<file path="src/rtl/alu_rom_sequencer_if.sv">
// alu_rom_sequencer_if: ROM fetch and shared ALU bus between sequencer (master) and ROM/ALU (slave)
interface alu_rom_sequencer_if #(
  parameter int ADDR_W = 4
) ();
  logic [ADDR_W-1:0] rom_addr;
  logic              rom_en;
  logic [15:0]       rom_data;
  logic [7:0]        alu_n1;
  logic [7:0]        alu_n2;
  logic [3:0]        alu_op;
  logic [7:0]        alu_s1;
  modport master (output rom_addr, rom_en, alu_n1, alu_n2, alu_op, input rom_data, alu_s1);
  modport slave (input rom_addr, rom_en, alu_n1, alu_n2, alu_op, output rom_data, alu_s1);
endinterface

</file>
<file path="src/rtl/alu_rom_sequencer.sv">
// alu_rom_sequencer: ROM-program microsequencer over an external 8-bit ALU; ALU_SEQ_BRANCH_EN adds Z flag and BRZ
module alu_rom_sequencer #(
  parameter int ADDR_W    = 4,
  parameter int MAX_STEPS = 64
) (
  input  logic                       clk,
  input  logic                       rst_n,
  input  logic                       start,
  output logic                       busy,
  output logic                       done,
  output logic                       err,
  output logic [7:0]                 acc,
  input  logic [1:0]                 dbg_sel,
  output logic [7:0]                 dbg_data,
  alu_rom_sequencer_if.master        bus
);
  localparam int SW = $clog2(MAX_STEPS + 1);
  localparam logic [2:0] IDLE = 3'd0, FETCH = 3'd1, DECODE = 3'd2, EXEC = 3'd3, DONE = 3'd4;
  logic [2:0]        state_q, state_d;
  logic [ADDR_W-1:0] pc_q, pc_d;
  logic [SW-1:0]     steps_q, steps_d;
  logic [15:0]       ir_q, ir_d;
  logic [7:0]        regs_q [4];
  logic [7:0]        regs_d [4];
  logic              err_q, err_d;
  logic [7:0]        acc_q, acc_d;
  logic [3:0]        op;
  logic [1:0]        rd, rs;
  logic [7:0]        imm, wdata;
  logic              wr, brz, taken, halt_in, limit;
  assign op    = ir_q[15:12];
  assign rd    = ir_q[11:10];
  assign rs    = ir_q[9:8];
  assign imm   = ir_q[7:0];
  assign wdata = op == 4'hE ? imm : bus.alu_s1;
  assign wr    = state_q == EXEC && !brz;
`ifdef ALU_SEQ_BRANCH_EN
  logic z_q, z_d;
  assign brz   = op == 4'h9;
  assign taken = brz && z_q;
  assign z_d   = state_q == IDLE && start ? 1'b0 : wr ? wdata == 8'd0 : z_q;
  always_ff @(posedge clk)
    z_q <= !rst_n ? 1'b0 : z_d;
`else
  assign brz   = 1'b0;
  assign taken = 1'b0;
`endif
  assign halt_in = bus.rom_data[15:12] == 4'hF;
  assign limit   = steps_q == SW'(MAX_STEPS);
  always_comb begin
    state_d = state_q;
    pc_d    = pc_q;
    steps_d = steps_q;
    ir_d    = ir_q;
    err_d   = err_q;
    acc_d   = acc_q;
    regs_d  = regs_q;
    case (state_q)
      IDLE: if (start) begin
        state_d = FETCH;
        pc_d    = '0;
        steps_d = '0;
        err_d   = 1'b0;
      end
      FETCH: state_d = DECODE;
      DECODE: begin
        ir_d    = bus.rom_data;
        state_d = halt_in || limit ? DONE : EXEC;
        err_d   = !halt_in && limit;
      end
      EXEC: begin
        if (wr) begin
          regs_d[rd] = wdata;
          acc_d      = wdata;
        end
        pc_d    = taken ? imm[ADDR_W-1:0] : pc_q + 1'b1;
        steps_d = steps_q + 1'b1;
        state_d = FETCH;
      end
      default: state_d = IDLE;
    endcase
  end
  always_ff @(posedge clk)
    if (!rst_n) begin
      state_q <= IDLE;
      pc_q    <= '0;
      steps_q <= '0;
      ir_q    <= '0;
      err_q   <= 1'b0;
      acc_q   <= '0;
      regs_q  <= '{default: '0};
    end else begin
      state_q <= state_d;
      pc_q    <= pc_d;
      steps_q <= steps_d;
      ir_q    <= ir_d;
      err_q   <= err_d;
      acc_q   <= acc_d;
      regs_q  <= regs_d;
    end
  assign bus.rom_en   = state_q == FETCH;
  assign bus.rom_addr = pc_q;
  assign bus.alu_op   = op;
  assign bus.alu_n1   = regs_q[rs];
  assign bus.alu_n2   = imm;
  assign busy         = state_q != IDLE;
  assign done         = state_q == DONE;
  assign err          = err_q;
  assign acc          = acc_q;
  assign dbg_data     = regs_q[dbg_sel];
endmodule
</file>
<file path="src/flat_wrapper.sv">
// flat-port wrapper written by rule: the top's interface ports become plain ports
module alu_rom_sequencer_flat 
#(
  parameter int ADDR_W    = 4,
  parameter int MAX_STEPS = 64
)
  (clk, rst_n, start, busy, done, err, acc, dbg_sel, dbg_data, bus_rom_addr, bus_rom_en, bus_alu_n1, bus_alu_n2, bus_alu_op, bus_rom_data, bus_alu_s1);
  alu_rom_sequencer_if #(.ADDR_W(ADDR_W)) bus_i ();
  input  logic clk;
  input  logic rst_n;
  input  logic start;
  output logic busy;
  output logic done;
  output logic err;
  output logic [7:0] acc;
  input  logic [1:0] dbg_sel;
  output logic [7:0] dbg_data;
  output wire logic [$bits(bus_i.rom_addr)-1:0] bus_rom_addr;
  output wire logic [$bits(bus_i.rom_en)-1:0] bus_rom_en;
  output wire logic [$bits(bus_i.alu_n1)-1:0] bus_alu_n1;
  output wire logic [$bits(bus_i.alu_n2)-1:0] bus_alu_n2;
  output wire logic [$bits(bus_i.alu_op)-1:0] bus_alu_op;
  input wire logic [$bits(bus_i.rom_data)-1:0] bus_rom_data;
  input wire logic [$bits(bus_i.alu_s1)-1:0] bus_alu_s1;
  assign bus_rom_addr = bus_i.rom_addr;
  assign bus_rom_en = bus_i.rom_en;
  assign bus_alu_n1 = bus_i.alu_n1;
  assign bus_alu_n2 = bus_i.alu_n2;
  assign bus_alu_op = bus_i.alu_op;
  assign bus_i.rom_data = bus_rom_data;
  assign bus_i.alu_s1 = bus_alu_s1;
  alu_rom_sequencer #(.ADDR_W(ADDR_W), .MAX_STEPS(MAX_STEPS)) u_core (.clk(clk), .rst_n(rst_n), .start(start), .busy(busy), .done(done), .err(err), .acc(acc), .dbg_sel(dbg_sel), .dbg_data(dbg_data), .bus(bus_i));
endmodule
</file>
<file path="config.mk">
export PLATFORM = sky130hd
export DESIGN_NAME = alu_rom_sequencer_flat
export DESIGN_NICKNAME = d
export VERILOG_FILES = /design/src/rtl/alu_rom_sequencer_if.sv /design/src/rtl/alu_rom_sequencer.sv /design/src/flat_wrapper.sv
export SDC_FILE = /design/constraint.sdc
export NUM_CORES = 1
export LEC_CHECK = 0
export ABC_AREA = 1
export CAP_MARGIN = 10
export CELL_PAD_IN_SITES_DETAIL_PLACEMENT = 1
export CELL_PAD_IN_SITES_GLOBAL_PLACEMENT = 2
export CORE_MARGIN = 4
export CORE_UTILIZATION = 31
export CTS_BUF_LIST = sky130_fd_sc_hd__clkbuf_4
export DETAILED_ROUTE_END_ITERATION = 7
export PLACE_DENSITY = 0.95
export SYNTH_ARGS = -nofsm -noshare
export SYNTH_HDL_FRONTEND = slang
export SYNTH_SLANG_ARGS = --single-unit
</file>
<file path="constraint.sdc">
create_clock -name clk -period 3.7 [get_ports clk]
set_input_delay 0.37 -clock clk [delete_from_list [all_inputs] [get_ports clk]]
set_output_delay 0.37 -clock clk [all_outputs]
set_load 0.02 [all_outputs]
</file>
# == Word-level counts from Yosys, hierarchy flattened ==
# Index checks and enable logic that the tools add are counted.
# word_totals
register_bits,71
output_inout_bits,44
in_bits,29
# classes
eq_ne,8
n_addsub,2
n_bitwise,3
order_cmp,4
reduce_logical,10
n_mux,19
# op_table
op,count
$mux 8,6
$bmux 8 s2,2
$bwmux 32,1
$demux 8 s2,1
$pmux 7 s2,1
$pmux 3 s4,1
$ge 3x3->1 const B,3
$not 2->3,3
$eq 4x4->1 const B,2
$pmux 4 s2,1
$add 7x1->7 const B,1
$eq 7x7->1 const B,1
$mux 7,1
$eq 3x2->1 const B,2
$mux 3,2
$add 4x1->4 const B,1
$mux 4,1
$reduce_and 2->1,2
$reduce_bool 2->1,2
$eq 3x1->1 const B,1
$eq 3x3->1 const B,1
$logic_not 3->1,1
$lt 3x1->1 const B,1
$reduce_bool 3->1,1
6 further kinds,7

# == Logic depth before layout (Yosys ltp) ==
# logic_depth
word_depth,6
depth_mapped,8

# == Worst setup path before layout ==
# OpenSTA, ideal clock, no wires.
# synth_timing
path_kind,in2out
startpoint,in dbg_sel[0]
endpoint,out dbg_data[5]
slack_ns,2.134
required_time_ns,3.330
stages,4
t_arrival_ns,1.196
path_buffers,1
path_cell_list,inv_1 > clkbuf_1 > o21ai_0 > o22ai_1
# synth_via
elab_chain_len,4
# synth_rtl
item,line,text
"start, declared",flat_wrapper.sv:16,input logic [1:0] dbg_sel;
$not 2->3 (not written as such),alu_rom_sequencer.sv:110,assign dbg_data = regs_q[dbg_sel];
$bmux 8 s2,alu_rom_sequencer.sv:110,
$mux 8 (not written as such) (2 in series),alu_rom_sequencer.sv:110,
"end, declared",flat_wrapper.sv:17,output logic [7:0] dbg_data;
# Every way passes these cells. The select of a mux whose other input is x is not followed.

# == Worst setup path in the final report ==
# layout_timing
startpoint,in dbg_sel[0]
endpoint,out dbg_data[6]
# The elaborated chain is that of the path after synthesis.

==> impl_metrics.yaml <==
status:
  status: "finished, final reports clean"
logic_synthesis:
  yosys_warnings: 0
  synth_commonest_cells: "nor2_1, nand2_1, dfxtp_1"
  ys_top_cells_by_area: "dfxtp_1, nor2_1, nand2_1, nand3_1, o21ai_0"
  synthFlopType: "dfxtp_1"
  ys_ff_latch: 71
  synthArstFlopShare: 0
  avgSynthCellArea_um2: 6.61
  synth-seq-area-share: 0.389
  synthCells: 552
  syn_area_um2: 3650
  yosys.area.top_type: "dfxtp_1"
  synth_top_area_share: 0.389
  synth_edf_count: 0
  ys_types: 26
  synth.most_common_cell: "nor2_1"
  synth_fp_nets: 584
worst_setup_path:
  worst_setup_path_end_kind: "output pin"
  worstSetupPathType: "primary input to output pin"
  reg2reg_depth: 5
  r2r-end: "u_core.ir_q[2]"
  r2r-start: "u_core.state_q[0]"
  critPathMaxFanout: 17
  setup.worst_path.end: "dbg_data[6]"
  crit_family: "buffers and inverters"
  cp.buffers_inverters: 3
  cp_slowest_stage_delay_ns: 0.79
  r2r_slack_ns: 1.82
  cp_cell_sequence: "clkdlybuf4s50_1 > inv_1 > o21ai_0 > o22ai_1 > clkdlybuf4s50_1"
  cp_slowest_cell: "clkdlybuf4s50_1"
  crit_start: "dbg_sel[0]"
  required_ns: 3.33
  crit_top_cell: "clkdlybuf4s50_1"
  worstPathArrival_ns: 2.43
  path_depth: 5
  cp-start-kind: "primary input"
placed_design:
  dp_hpwl_um: 8460
  gp_routability_congestion: 0.773
  dp.cells: 734
  pre_cts_ws_ns: 0.899
  io_buffers: 72
final_layout:
  final_cells: 750
  area_delta_synth_final_pct: 21.8
  antennaDiodeCount: 0
  nets: 634
  drive_above_1_share: 0.0379
timing:
  drv_slew: 0
  period_share: 0.756
  slew-limit-headroom: 0.297
  fmax_mhz: 358
  finalSetupViolCount: 0
  rsz0062_at_grt: "no"
  fin_tns_setup_ns: 0
  hold_ws_ns: 0.502
  hold_viol_final: 0
  final.setup.worst_slack_ns: 0.904
  min_period_ns: 2.80
  worst_pin_slew_ns: 1.05
  skew_ns: 0.00843
die:
  die_h_um: 117
  rows: 39
  core_um2: 11500
  start_util: 0.318
  dieArea_um2: 13600
  io_pins: 73
  dieWidth_um: 117
detailed_routing:
  drc_errors: 0
  postRouteAntennaNets: 0
  finalWirelength_um: 11200
  wl_per_cell_um: 15.0
  dr.first_iter.drc_count: 141
  dr.pass1.iters: 4
  routed_via_density: 4.85
  vias: 3636
cts:
  cts_setup_buffers: 0
  numCtsBuffers: 9
  cts_tree: "built"
  cts_root_buf: "clkbuf_4"
  clkTransAtPathRegs_ns: 0.12
  clockBufferDepth: 2
  hold_buffers: 0
  cts.sinks: 71
  cts-htree-levels: 3
  insertion_delay_ns: 0.41
  ctsResizeCount: 0
global_route:
  track_usage: 0.176
  grt_max_degree: 43
  grt_pass1_vias: 3969
  grt-ovfl-total: 0
  antenna_found_initial: 0
  grt_pass1_wl_um: 19000
worst_hold_path:
  hold_class: "flip-flop to flip-flop"
power:
  ir_drop_uv: 141
  p_leak_nw: 1.87
  powerDensity_nw_per_um2: 408
flow_run:
  maxCapViolCount: 0
[metal layers]
| metal | vias up | share of wire | routed length [um] | global-route usage |
|---|---|---|---|---|
| li1 | 1861 | - | - | - |
| met4 | 0 | 0.013 | 150 | 0.0503 |
| met3 | 9 | 0.051 | 572 | 0.0420 |
| met5 | - | 0 | 0 | 0 |
| met1 | 1696 | 0.46 | 5210 | 0.220 |
| met2 | 70 | 0.47 | 5300 | 0.304 |
[cell families after synthesis]
logic type | synth area share
AND/OR/NAND/NOR | 0.363
AO/OA/AOI/OAI | 0.123
buffers and inverters | 0.115
flip-flops | 0.389
adder cells (fa/ha/maj) | 0.0103
[layout by cell type (no fill, tap or decap), types with 2 or more instances in the layout]
master	count
nor2_1	155
nand2_1	83
clkdlybuf4s50_1	72
dfxtp_1	71
nand3_1	62
o21ai_0	54
inv_1	46
o22ai_1	16
a21oi_1	14
clkbuf_4	10
clkinv_1	4
nor2_4	3
ha_1	3
nor3_1	2
nor2_8	2
clkinv_2	2
[registers in the layout, summed over array words and instances (netlist names)]
name / cells
u_core.regs_q: 32
u_core.acc: 8
u_core.err: 1
u_core.steps_q: 7
u_core.ir_q: 16
u_core.state_q: 3
u_core.bus.rom_addr: 4
[through the flow]
step	utilization	cell area, um2	power, W
global route	0.388	4440	0.00192
floorplan	-	3650	0.00118
detailed placement	0.377	4320	0.00135
CTS	0.388	4440	0.00183
global placement	0.377	4320	0.00133
finish	0.388	4440	0.00181
[worst min-delay path, cell delays in order (launching register included)]
cell     delay, ns
dfxtp_1       0.33
nand3_1       0.07
a21oi_1       0.06
[worst min-delay path by stage]
stage,end,start,cells past startpoint
global placement,u_core.steps_q[0],u_core.steps_q[0],1
finish,u_core.err,u_core.err,2
detailed placement,u_core.err,u_core.err,2
CTS,u_core.err,u_core.err,2
floorplan,u_core.steps_q[0],u_core.steps_q[0],1
global route,u_core.err,u_core.err,2
[final cells by class]
class / count / area (um2)
Fill cell: 1497 / 7020
Multi-Input combinational cell: 399 / 1810
Sequential cell: 71 / 1420
Clock inverter: 6 / 51.3
Tap cell: 143 / 179
Timing Repair Buffer: 73 / 728
Clock buffer: 10 / 75.1
Inverter: 48 / 180
[report_power, final]
part | internal (W) | leakage (nW) | switching [W]
combinational | 0.000196 | 1.22 | 0.000277
clock | 0.000205 | 0.0727 | 0.000275
sequential | 0.000811 | 0.575 | 0.0000481
Note: power is estimated with default switching activity, not from simulation.
